**config.mk**
```make
export PLATFORM = sky130hd
export DESIGN_NAME = divn_pipe_ctl_flat
export DESIGN_NICKNAME = d
export VERILOG_FILES = /design/src/rtl/divn_pipe_ctl_if.sv /design/src/rtl/divn_pipe_ctl.sv /design/src/flat_wrapper.sv
export SDC_FILE = /design/constraint.sdc
export NUM_CORES = 1
export LEC_CHECK = 0
export BUFFER_PORTS_ARGS = -buffer_cell sky130_fd_sc_hd__buf_2
export CAP_MARGIN = 10
export CORE_MARGIN = 2
export CORE_UTILIZATION = 50
export CTS_BUF_LIST = sky130_fd_sc_hd__clkbuf_8
export DETAILED_ROUTE_END_ITERATION = 16
export PLACE_DENSITY = 0.77
export SLEW_MARGIN = 20
export SYNTH_ARGS = -nofsm -noshare
export SYNTH_HDL_FRONTEND = slang
export SYNTH_SLANG_ARGS = --single-unit
export TNS_END_PERCENT = 100
```
**constraint.sdc**
```tcl
create_clock -name clk -period 4 [get_ports clk]
set_clock_uncertainty 0.05 [all_clocks]
set_input_delay 0.8 -clock clk [delete_from_list [all_inputs] [get_ports clk]]
set_output_delay 0.8 -clock clk [all_outputs]
set_load 0.01 [all_outputs]
```
**src/rtl/divn_pipe_ctl_if.sv**
```systemverilog
// Request/response bundle for the iterative divider: operand handshake in,
// result handshake out, plus status.
interface divn_pipe_ctl_if #(
  parameter int WIDTH = 32
);
  logic             in_valid;
  logic             in_ready;
  logic [WIDTH-1:0] dividend;
  logic [WIDTH-1:0] divisor;
  logic             signed_div;
  logic             out_valid;
  logic             out_ready;
  logic [WIDTH-1:0] quotient;
  logic [WIDTH-1:0] remainder;
  logic             div_by_zero;
  logic             busy;

  modport master (
    output in_valid, dividend, divisor, signed_div, out_ready,
    input  in_ready, out_valid, quotient, remainder, div_by_zero, busy
  );

  modport slave (
    input  in_valid, dividend, divisor, signed_div, out_ready,
    output in_ready, out_valid, quotient, remainder, div_by_zero, busy
  );
endinterface

```
**src/rtl/divn_pipe_ctl.sv**
```systemverilog
// Iterative restoring divider with RISC-V DIV/DIVU/REM/REMU semantics,
// BPC quotient bits per cycle and valid/ready on both sides.
module divn_pipe_ctl #(
  parameter int WIDTH = 32,
  parameter int BPC   = 1
) (
  input logic           clk,
  input logic           reset_n,
  divn_pipe_ctl_if.slave bus
);
  localparam int STEPS = WIDTH / BPC;
  localparam int CW    = $clog2(STEPS);

  localparam logic [1:0] S_IDLE = 2'd0;
  localparam logic [1:0] S_CALC = 2'd1;
  localparam logic [1:0] S_FIX  = 2'd2;
  localparam logic [1:0] S_DONE = 2'd3;

  localparam logic [WIDTH-1:0] MIN_VAL = {1'b1, {(WIDTH-1){1'b0}}};

  logic [1:0]       state;
  logic [WIDTH-1:0] a_q;        // shifts dividend bits out, quotient bits in
  logic [WIDTH-1:0] b_q;
  logic [WIDTH:0]   rem_q;
  logic [CW-1:0]    cnt;
  logic             neg_q, neg_r;
  logic [WIDTH-1:0] quot_out, rem_out;
  logic             dz_out;

  logic             accept;
  logic             sign_a, sign_b, is_zero, is_ovf;
  logic [WIDTH-1:0] abs_a, abs_b;
  logic [WIDTH:0]   r_nxt, r_sh;
  logic [WIDTH-1:0] a_nxt;

  assign bus.in_ready    = (state == S_IDLE) || (state == S_DONE && bus.out_ready);
  assign bus.out_valid   = (state == S_DONE);
  assign bus.busy        = (state != S_IDLE);
  assign bus.quotient    = quot_out;
  assign bus.remainder   = rem_out;
  assign bus.div_by_zero = dz_out;

  assign accept  = bus.in_valid && bus.in_ready;
  assign sign_a  = bus.signed_div && bus.dividend[WIDTH-1];
  assign sign_b  = bus.signed_div && bus.divisor[WIDTH-1];
  assign abs_a   = sign_a ? -bus.dividend : bus.dividend;
  assign abs_b   = sign_b ? -bus.divisor  : bus.divisor;
  assign is_zero = (bus.divisor == '0);
  assign is_ovf  = bus.signed_div && (bus.dividend == MIN_VAL) && (bus.divisor == '1);

  // Partial remainder stays below the divisor, so the shifted value fits WIDTH+1 bits.
  always_comb begin
    r_nxt = rem_q;
    a_nxt = a_q;
    r_sh  = '0;
    // NOTE: blocking assignments here chain the BPC steps within one cycle.
    for (int i = 0; i < BPC; i++) begin
      r_sh  = {r_nxt[WIDTH-1:0], a_nxt[WIDTH-1]};
      a_nxt = {a_nxt[WIDTH-2:0], 1'b0};
      if (r_sh >= {1'b0, b_q}) begin
        r_nxt    = r_sh - {1'b0, b_q};
        a_nxt[0] = 1'b1;
      end else begin
        r_nxt = r_sh;
      end
    end
  end

  always_ff @(posedge clk) begin
    if (!reset_n) begin
      state    <= S_IDLE;
      quot_out <= '0;
      rem_out  <= '0;
      dz_out   <= 1'b0;
    end else begin
      case (state)
        S_IDLE, S_DONE: begin
          if (accept) begin
            if (is_zero) begin
              quot_out <= '1;
              rem_out  <= bus.dividend;
              dz_out   <= 1'b1;
              state    <= S_DONE;
            end else if (is_ovf) begin
              quot_out <= MIN_VAL;
              rem_out  <= '0;
              dz_out   <= 1'b0;
              state    <= S_DONE;
            end else begin
              state <= S_CALC;
            end
          end else if (state == S_DONE && bus.out_ready) begin
            state <= S_IDLE;
          end
        end
        S_CALC: begin
          if (cnt == CW'(STEPS - 1)) state <= S_FIX;
        end
        S_FIX: begin
          quot_out <= neg_q ? -a_q : a_q;
          rem_out  <= neg_r ? -rem_q[WIDTH-1:0] : rem_q[WIDTH-1:0];
          dz_out   <= 1'b0;
          state    <= S_DONE;
        end
        default: state <= S_IDLE;
      endcase
    end
  end

  // NOTE: datapath registers carry no reset; they are always loaded on accept
  // before being read, and out_valid gates everything visible.
  always_ff @(posedge clk) begin
    if (accept) begin
      a_q   <= abs_a;
      b_q   <= abs_b;
      rem_q <= '0;
      cnt   <= '0;
      neg_q <= sign_a ^ sign_b;
      neg_r <= sign_a;
    end else if (state == S_CALC) begin
      a_q   <= a_nxt;
      rem_q <= r_nxt;
      cnt   <= cnt + 1'b1;
    end
  end
endmodule

```
**src/flat_wrapper.sv**
```systemverilog
// flat-port wrapper written by rule: the top's interface ports become plain ports
module divn_pipe_ctl_flat 
#(
  parameter int WIDTH = 32,
  parameter int BPC   = 1
)
  (clk, reset_n, bus_in_valid, bus_dividend, bus_divisor, bus_signed_div, bus_out_ready, bus_in_ready, bus_out_valid, bus_quotient, bus_remainder, bus_div_by_zero, bus_busy);
  divn_pipe_ctl_if #(.WIDTH(WIDTH)) bus_i ();
  input logic clk;
  input logic reset_n;
  input wire logic [$bits(bus_i.in_valid)-1:0] bus_in_valid;
  input wire logic [$bits(bus_i.dividend)-1:0] bus_dividend;
  input wire logic [$bits(bus_i.divisor)-1:0] bus_divisor;
  input wire logic [$bits(bus_i.signed_div)-1:0] bus_signed_div;
  input wire logic [$bits(bus_i.out_ready)-1:0] bus_out_ready;
  output wire logic [$bits(bus_i.in_ready)-1:0] bus_in_ready;
  output wire logic [$bits(bus_i.out_valid)-1:0] bus_out_valid;
  output wire logic [$bits(bus_i.quotient)-1:0] bus_quotient;
  output wire logic [$bits(bus_i.remainder)-1:0] bus_remainder;
  output wire logic [$bits(bus_i.div_by_zero)-1:0] bus_div_by_zero;
  output wire logic [$bits(bus_i.busy)-1:0] bus_busy;
  assign bus_i.in_valid = bus_in_valid;
  assign bus_i.dividend = bus_dividend;
  assign bus_i.divisor = bus_divisor;
  assign bus_i.signed_div = bus_signed_div;
  assign bus_i.out_ready = bus_out_ready;
  assign bus_in_ready = bus_i.in_ready;
  assign bus_out_valid = bus_i.out_valid;
  assign bus_quotient = bus_i.quotient;
  assign bus_remainder = bus_i.remainder;
  assign bus_div_by_zero = bus_i.div_by_zero;
  assign bus_busy = bus_i.busy;
  divn_pipe_ctl #(.WIDTH(WIDTH), .BPC(BPC)) u_core (.clk(clk), .reset_n(reset_n), .bus(bus_i));
endmodule
```
After elaboration in Yosys (flattened, before gate mapping)

Index checks and enable logic that the tools add are counted.
W data, S select, Z words.

Add/sub/neg operators: 6
Multipliers: 0
Div/mod/pow operators: 0
Magnitude comparators: 1
Eq/ne operators: 10
Shift operators: 0
Muxes and demuxes: 26
Bitwise logic cells: 1
Reductions and logical operators: 15

Operators by type and width:

| operator               | number |
|---|---|
| $mux W32               | 13 |
| $neg A32 Y32           | 4 |
| $pmux W32 S2           | 2 |
| $eq A32 B32 Y1 const B | 2 |
| $ge A33 B32 Y1         | 1 |
| $logic_not A32 Y1      | 1 |
| $sub A32 B32 Y32       | 1 |
| $mux W2                | 5 |
| $logic_and A1 B1 Y1    | 6 |
| $ne A3 B1 Y1 const B   | 2 |
| $pmux W2 S3            | 1 |
| $reduce_bool A2 Y1     | 3 |
| $add A5 B1 Y5 const B  | 1 |
| $eq A5 B5 Y1 const B   | 1 |
| $eq A2 B2 Y1 const B   | 2 |
| $mux W1                | 4 |
| $ne A2 B1 Y1 const B   | 2 |
| $reduce_and A3 Y1      | 1 |
| $eq A2 B1 Y1 const B   | 1 |
| $logic_not A2 Y1       | 1 |
| $pmux W1 S2            | 1 |
| $reduce_and A2 Y1      | 1 |
| $reduce_or A2 Y1       | 1 |
| $logic_or A1 B1 Y1     | 1 |
| $xor A1 B1 Y1          | 1 |

Flip-flop bits (word level): 170
Latch bits: 0
RAM bits: 0
ROM bits: 0
Output and inout bits: 68
Logic and storage cells: 69
Memories: 0

Logic depth before layout (Yosys ltp)

Depth after elaboration: 7
Depth in mapped cells: 14
Gate-level depth less buffers: 12

Worst setup path after synthesis

Ideal clock, no wire load.

Path kind: input-to-reg
From: input bus_dividend[10]
To: register u_core.rem_out[30], in the netlist u_core.bus.remainder[30]
Setup time: 0.116 ns
Data arrival time: 3.266 ns
Data required time: 3.834 ns
Setup slack: 0.568 ns
Stages on the path: 11
Buffers on the path: 2
Path through: or4_4 nor4_4 nor4b_4 or4b_4 o41ai_2 a21oi_1 nor2_2 buf_6 buf_6 nand2_1 o211a_1

Longest elaborated chain between the ends: 5

Ends and longest elaborated chain:

| element                           | line                 | RTL |
|---|---|---|
| from (decl)                       | flat_wrapper.sv:12   | `input wire logic [$bits(bus_i.dividend)-1:0] bus_dividend;` |
| $eq A32 B32 Y1                    | divn_pipe_ctl.sv:49  | `assign is_ovf = bus.signed_div && (bus.dividend == MIN_VAL) && (bus.divisor == '1);` |
| $logic_and A1 B1 Y1 (2 in series) | divn_pipe_ctl.sv:49  |  |
| $ne A3 B1 Y1 (no line)            | -                    |  |
| $reduce_and A3 Y1 (no line)       | -                    |  |
| to (signal assigned)              | divn_pipe_ctl.sv:81  | `rem_out <= bus.dividend;` |
| to (signal assigned)              | divn_pipe_ctl.sv:101 | `rem_out <= neg_r ? -rem_q[WIDTH-1:0] : rem_q[WIDTH-1:0];` |
| to (decl)                         | divn_pipe_ctl.sv:27  | `logic [WIDTH-1:0] quot_out, rem_out;` |

Every way passes these cells.
A chain may end at the register's enable or synchronous reset.

Final worst setup path

From: register u_core.rem_q[12]
To: register u_core.rem_q[28]

Longest elaborated chain between the ends: 2
Elaborated cells on any way between the ends: 3
Classes of those cells: 1 x add/sub; 1 x order compare; 1 x mux

Ends and longest elaborated chain:

| element                                            | line                                     | RTL |
|---|---|---|
| from (decl)                                        | divn_pipe_ctl.sv:24                      | `logic [WIDTH:0] rem_q;` |
| from (signal assigned)                             | divn_pipe_ctl.sv:122                     | `rem_q <= r_nxt;` |
| $sub A32 B32 Y32 or $ge A33 B32 Y1 (tied branches) | divn_pipe_ctl.sv:61, divn_pipe_ctl.sv:60 |  |
| $mux W32 (*)                                       | divn_pipe_ctl.sv:60                      | `if (r_sh >= {1'b0, b_q}) begin` |

Every way passes the cells marked *; elsewhere a longest branch is shown, timed or not.

==> run summary <==
* done — clock tree from TritonCTS
* 0 — max_cap viols
* 2040 — number of filler cells placed in the layout
* 32.1% — GR Layer Usage met1
* 0 — count of endpoints failing hold in the final timing report
* 4 — CTS H-Tree Depth
* 50.7% — effective utilization at floorplan
* 137 — I/O pin count
* 0 — DRC Markers
* reg -> reg — worst setup path category
* register — Critical Path Source Type
* 2 — depth of the worst hold-timing path
* 0.0226 sq mm — core region area
* 5 — first-pass detailed-route iteration total
* 12.4% — area added between synthesis and finish
* 0 — antenna violations before repair
* 14.5% — fraction of final layout cells with drive strength greater than 1
* 0.401 ns — worst slack on hold paths
* 155 um — Die Ht
* 0.886 — RePlAce Congestion
* 0.0115 sq mm — Post-Syn Area
* no — setup repair after global routing missed its margin
* 1768 — final instance count without filler cells
* 0 — number of pins exceeding their max-slew limit in the final report
* 10300 — vias post-DR
* 66 — count of flip-flops with a built-in enable after synthesis
* 5.68 nW — Leakage Power
* 43.3% — fraction of power spent switching nets
* 66 — maximum number of pins on one net before global-route repair
* 11 — number of cells on the worst reg-to-reg path
* finished, final reports clean — run status
* 136 — IO buf count
* 0.47 ns — source-to-sink clock delay at the later pin of the worst-skew pair
* met2 — GR peak layer
* 0 — Post-CTS Resized
* 0 — number of buffers added for setup after CTS
* 1583 — Total Nets Final
* 0.487 ns — smallest setup slack after layout
* 5.18 mW — internal power component
* 8.38 sq um — mean instance size in the synthesized netlist
* 0 — overflow left after global routing
* 2 — clk buf depth
* 37.3% — worst rel slew slack
* 4.35 ns — required arrival time at the worst endpoint
* 170 — synthesis-stage register bit count
* 87.8% — fraction of the cycle the final worst path needs
* 7 — maximum fanout count along the critical path
* 0.10 ns — CTS clock-pin slew for the worst setup and hold paths
* 0.0241 sq mm — die outline area
* 0.120 ns — worst setup slack after placement
* 3.31% — met3 Resource Use GR
* 23.9% — overall routing resource usage
* 3.51 ns — time the final worst path needs with I/O delays and setup
* 1736 — total placed cells including tap cells
* 16.4 um — post-DR wirelength/cell
* 0% — FFs w/ async S/R, synth
* 5.85 — detailed-route vias per instance
* 3.96 mW — net switching power of the design
* 0 — Diodes inserted
* 15.5% — clock network power share
* 55 — standard-cell row count
* 68 — number of distinct standard cells referenced by the synthesized netlist
* 1480 — Mapped Nets
* 155 um — Die Wd
* 1367 — synthesized instance count
* 17 — number of CTS-inserted buffers
* reg -> reg — Tightest Hold Check Type
* 0 — number of buffers added to fix hold violations after cts
* 3.86 ns — crit path DAT
* 0.267 mV — peak ir drop on the vdd network
* 170 — # clock sinks
* 0 — total number of yosys warnings
* register — sort of element at the end of the critical path
* 35.5% — Seq/Total Area, Yosys
* 9430 — vias in the first global route
* 47000 um — wire length of the first global-routing pass
* 0 — Antenna Nets Post-Route
* 29000 um — sum of routed wire length over all layers
* 285 MHz — highest achievable clock rate
* 50.8% — part of the total power dissipated in combinational logic
* 22000 um — post-DP HPWL
* dfxtp_1 — ys flop type
* 9.14 mW — Total Power
* 33.7% — sequential group share of total power
* 0 ns — aggregate negative setup slack
* clkbuf_8 — buffer type at the clock tree root
* 0.934 ns — actual transition at the worst max-transition pin
* 775 — initial detailed-routing violation count
* 710 mW/mm^2 — power density over cell area
* 39.4% — met2 usage in global routing
* 0 — Final setup violation count
==> synth_stat cells, drive strengths merged (7+ instances only) <==
library cell  count  area, sq um
a21o             10         75.1
a21oi           132          661
a22oi            22          165
a31oi            11         68.8
buf              22          154
clkbuf           60          226
dfxtp           104         2080
edfxtp           66         1980
ha               43          538
inv              62          233
mux2i            14          140
nand2           176          661
nand2b           13         81.3
nand3            22          110
nand3b            7         52.6
nand4            20          125
nor2             72          273
nor2b            14         87.6
nor3             21          105
nor4             16          115
o211a            48          480
o211ai            7         52.6
o21ai           126          631
o31ai            31          233
o41ai            17          156
or3              11         68.8
or4              10         78.8
xnor2            87          762
xor2             61          534
==> metrics by stage <==
step	cell area [sq um]	util, %
after floorplan	11500	-
after global placement	12400	55.0
after detailed placement	12400	55.0
after CTS	12900	57.0
after global routing	12900	57.0
final	12900	57.0
==> cells in the final DEF (no fill, tap or decap), types with 4 or more instances in the layout <==
cell type | synthesis | layout
or2_2 | 5 | 5
o21bai_1 | 5 | 5
or4_1 | 9 | 9
and2_1 | 4 | 4
o31ai_1 | 31 | 31
ha_1 | 43 | 41
or3_1 | 11 | 11
nor2_1 | 71 | 70
buf_2 | 0 | 136
nor3b_1 | 4 | 4
o211ai_1 | 7 | 7
nand3b_1 | 7 | 7
inv_1 | 62 | 65
nor2b_1 | 14 | 14
a22oi_1 | 22 | 22
mux2i_1 | 14 | 14
a21oi_1 | 132 | 132
o21ai_1 | 9 | 9
nand2b_1 | 13 | 13
buf_12 | 0 | 5
edfxtp_1 | 66 | 66
xor2_1 | 61 | 61
nand3_1 | 22 | 22
dfxtp_1 | 104 | 104
nor4_1 | 15 | 15
buf_4 | 7 | 25
o211a_1 | 48 | 48
o21ai_0 | 117 | 117
nor3_1 | 21 | 21
nand2_1 | 176 | 175
nand4_1 | 20 | 20
a31oi_1 | 11 | 11
bufinv_16 | 0 | 5
o41ai_1 | 16 | 16
a21o_1 | 10 | 10
clkbuf_8 | 0 | 19
xnor2_1 | 87 | 87
a21boi_0 | 6 | 6
==> worst paths after layout <==
kind                                 from                       to  slack, ns
hold reg to reg   u_core.bus.quotient[31]  u_core.bus.quotient[31]       0.40
setup / recovery         u_core.rem_q[12]         u_core.rem_q[28]       0.49
hold / removal    u_core.bus.quotient[31]  u_core.bus.quotient[31]       0.40
setup reg to reg         u_core.rem_q[12]         u_core.rem_q[28]       0.49
==> critical path, stage by stage, from the launching register on <==
cell and delay (ns):
dfxtp_1 0.45, ha_1 0.35, a22o_1 0.26, nor3_1 0.25
or3b_2 0.47, nor3_1 0.27, o31ai_1 0.20, a311oi_1 0.29
buf_4 0.18, mux2_2 0.32, a31o_2 0.21, a31oi_1 0.14
==> registers in the layout, summed over array words and instances (netlist names) <==
| signal | flops |
|---|---|
| u_core.rem_q | 32 |
| u_core.cnt | 5 |
| u_core.b_q | 32 |
| u_core.bus.quotient | 32 |
| u_core.neg_r | 1 |
| u_core.state | 2 |
| u_core.bus.remainder | 32 |
| u_core.a_q | 32 |
| u_core.bus.div_by_zero | 1 |
| u_core.neg_q | 1 |
==> logic make-up (layout without fill, tap and decap cells) <==
kind of cell / Yosys count / in the layout / share of synthesized area (%)
AO/OA/AOI/OAI: 438 / 438 / 24.5
XOR/XNOR: 148 / 148 / 11.3
adder cells (fa/ha/maj): 44 / 44 / 4.87
buffers and inverters: 145 / 261 / 5.39
flip-flops: 170 / 170 / 35.5
multiplexers: 16 / 16 / 1.42
AND/OR/NAND/NOR: 406 / 406 / 17.0
==> layout make-up <==
class	count	area, sq um	share of cell area [%]
well taps	285	357	2.77
multi-input cells	1052	6790	52.7
clock inverters	13	201	1.56
flip-flops and latches	170	4060	31.6
clock buffers	19	262	2.03
inverters	63	236	1.84
repair buffers	166	968	7.52
==> power by group through the flow <==
stage               clock network (mW)  registers, mW  logic (mW)
floorplan                            0           2.98        3.52
global placement                     0           3.08        4.49
detailed placement                   0           3.10        4.59
CTS                               1.43           3.06        4.61
global route                      1.50           3.16        5.17
finish                            1.42           3.08        4.65
==> per-layer routing <==
layer | up-vias | routed length (um)
met5 | - | 0
met4 | 0 | 716
met3 | 57 | 1700
met2 | 341 | 13600
met1 | 4789 | 13000
li1 | 5154 | -
Note: power is estimated with default switching activity, not from simulation.
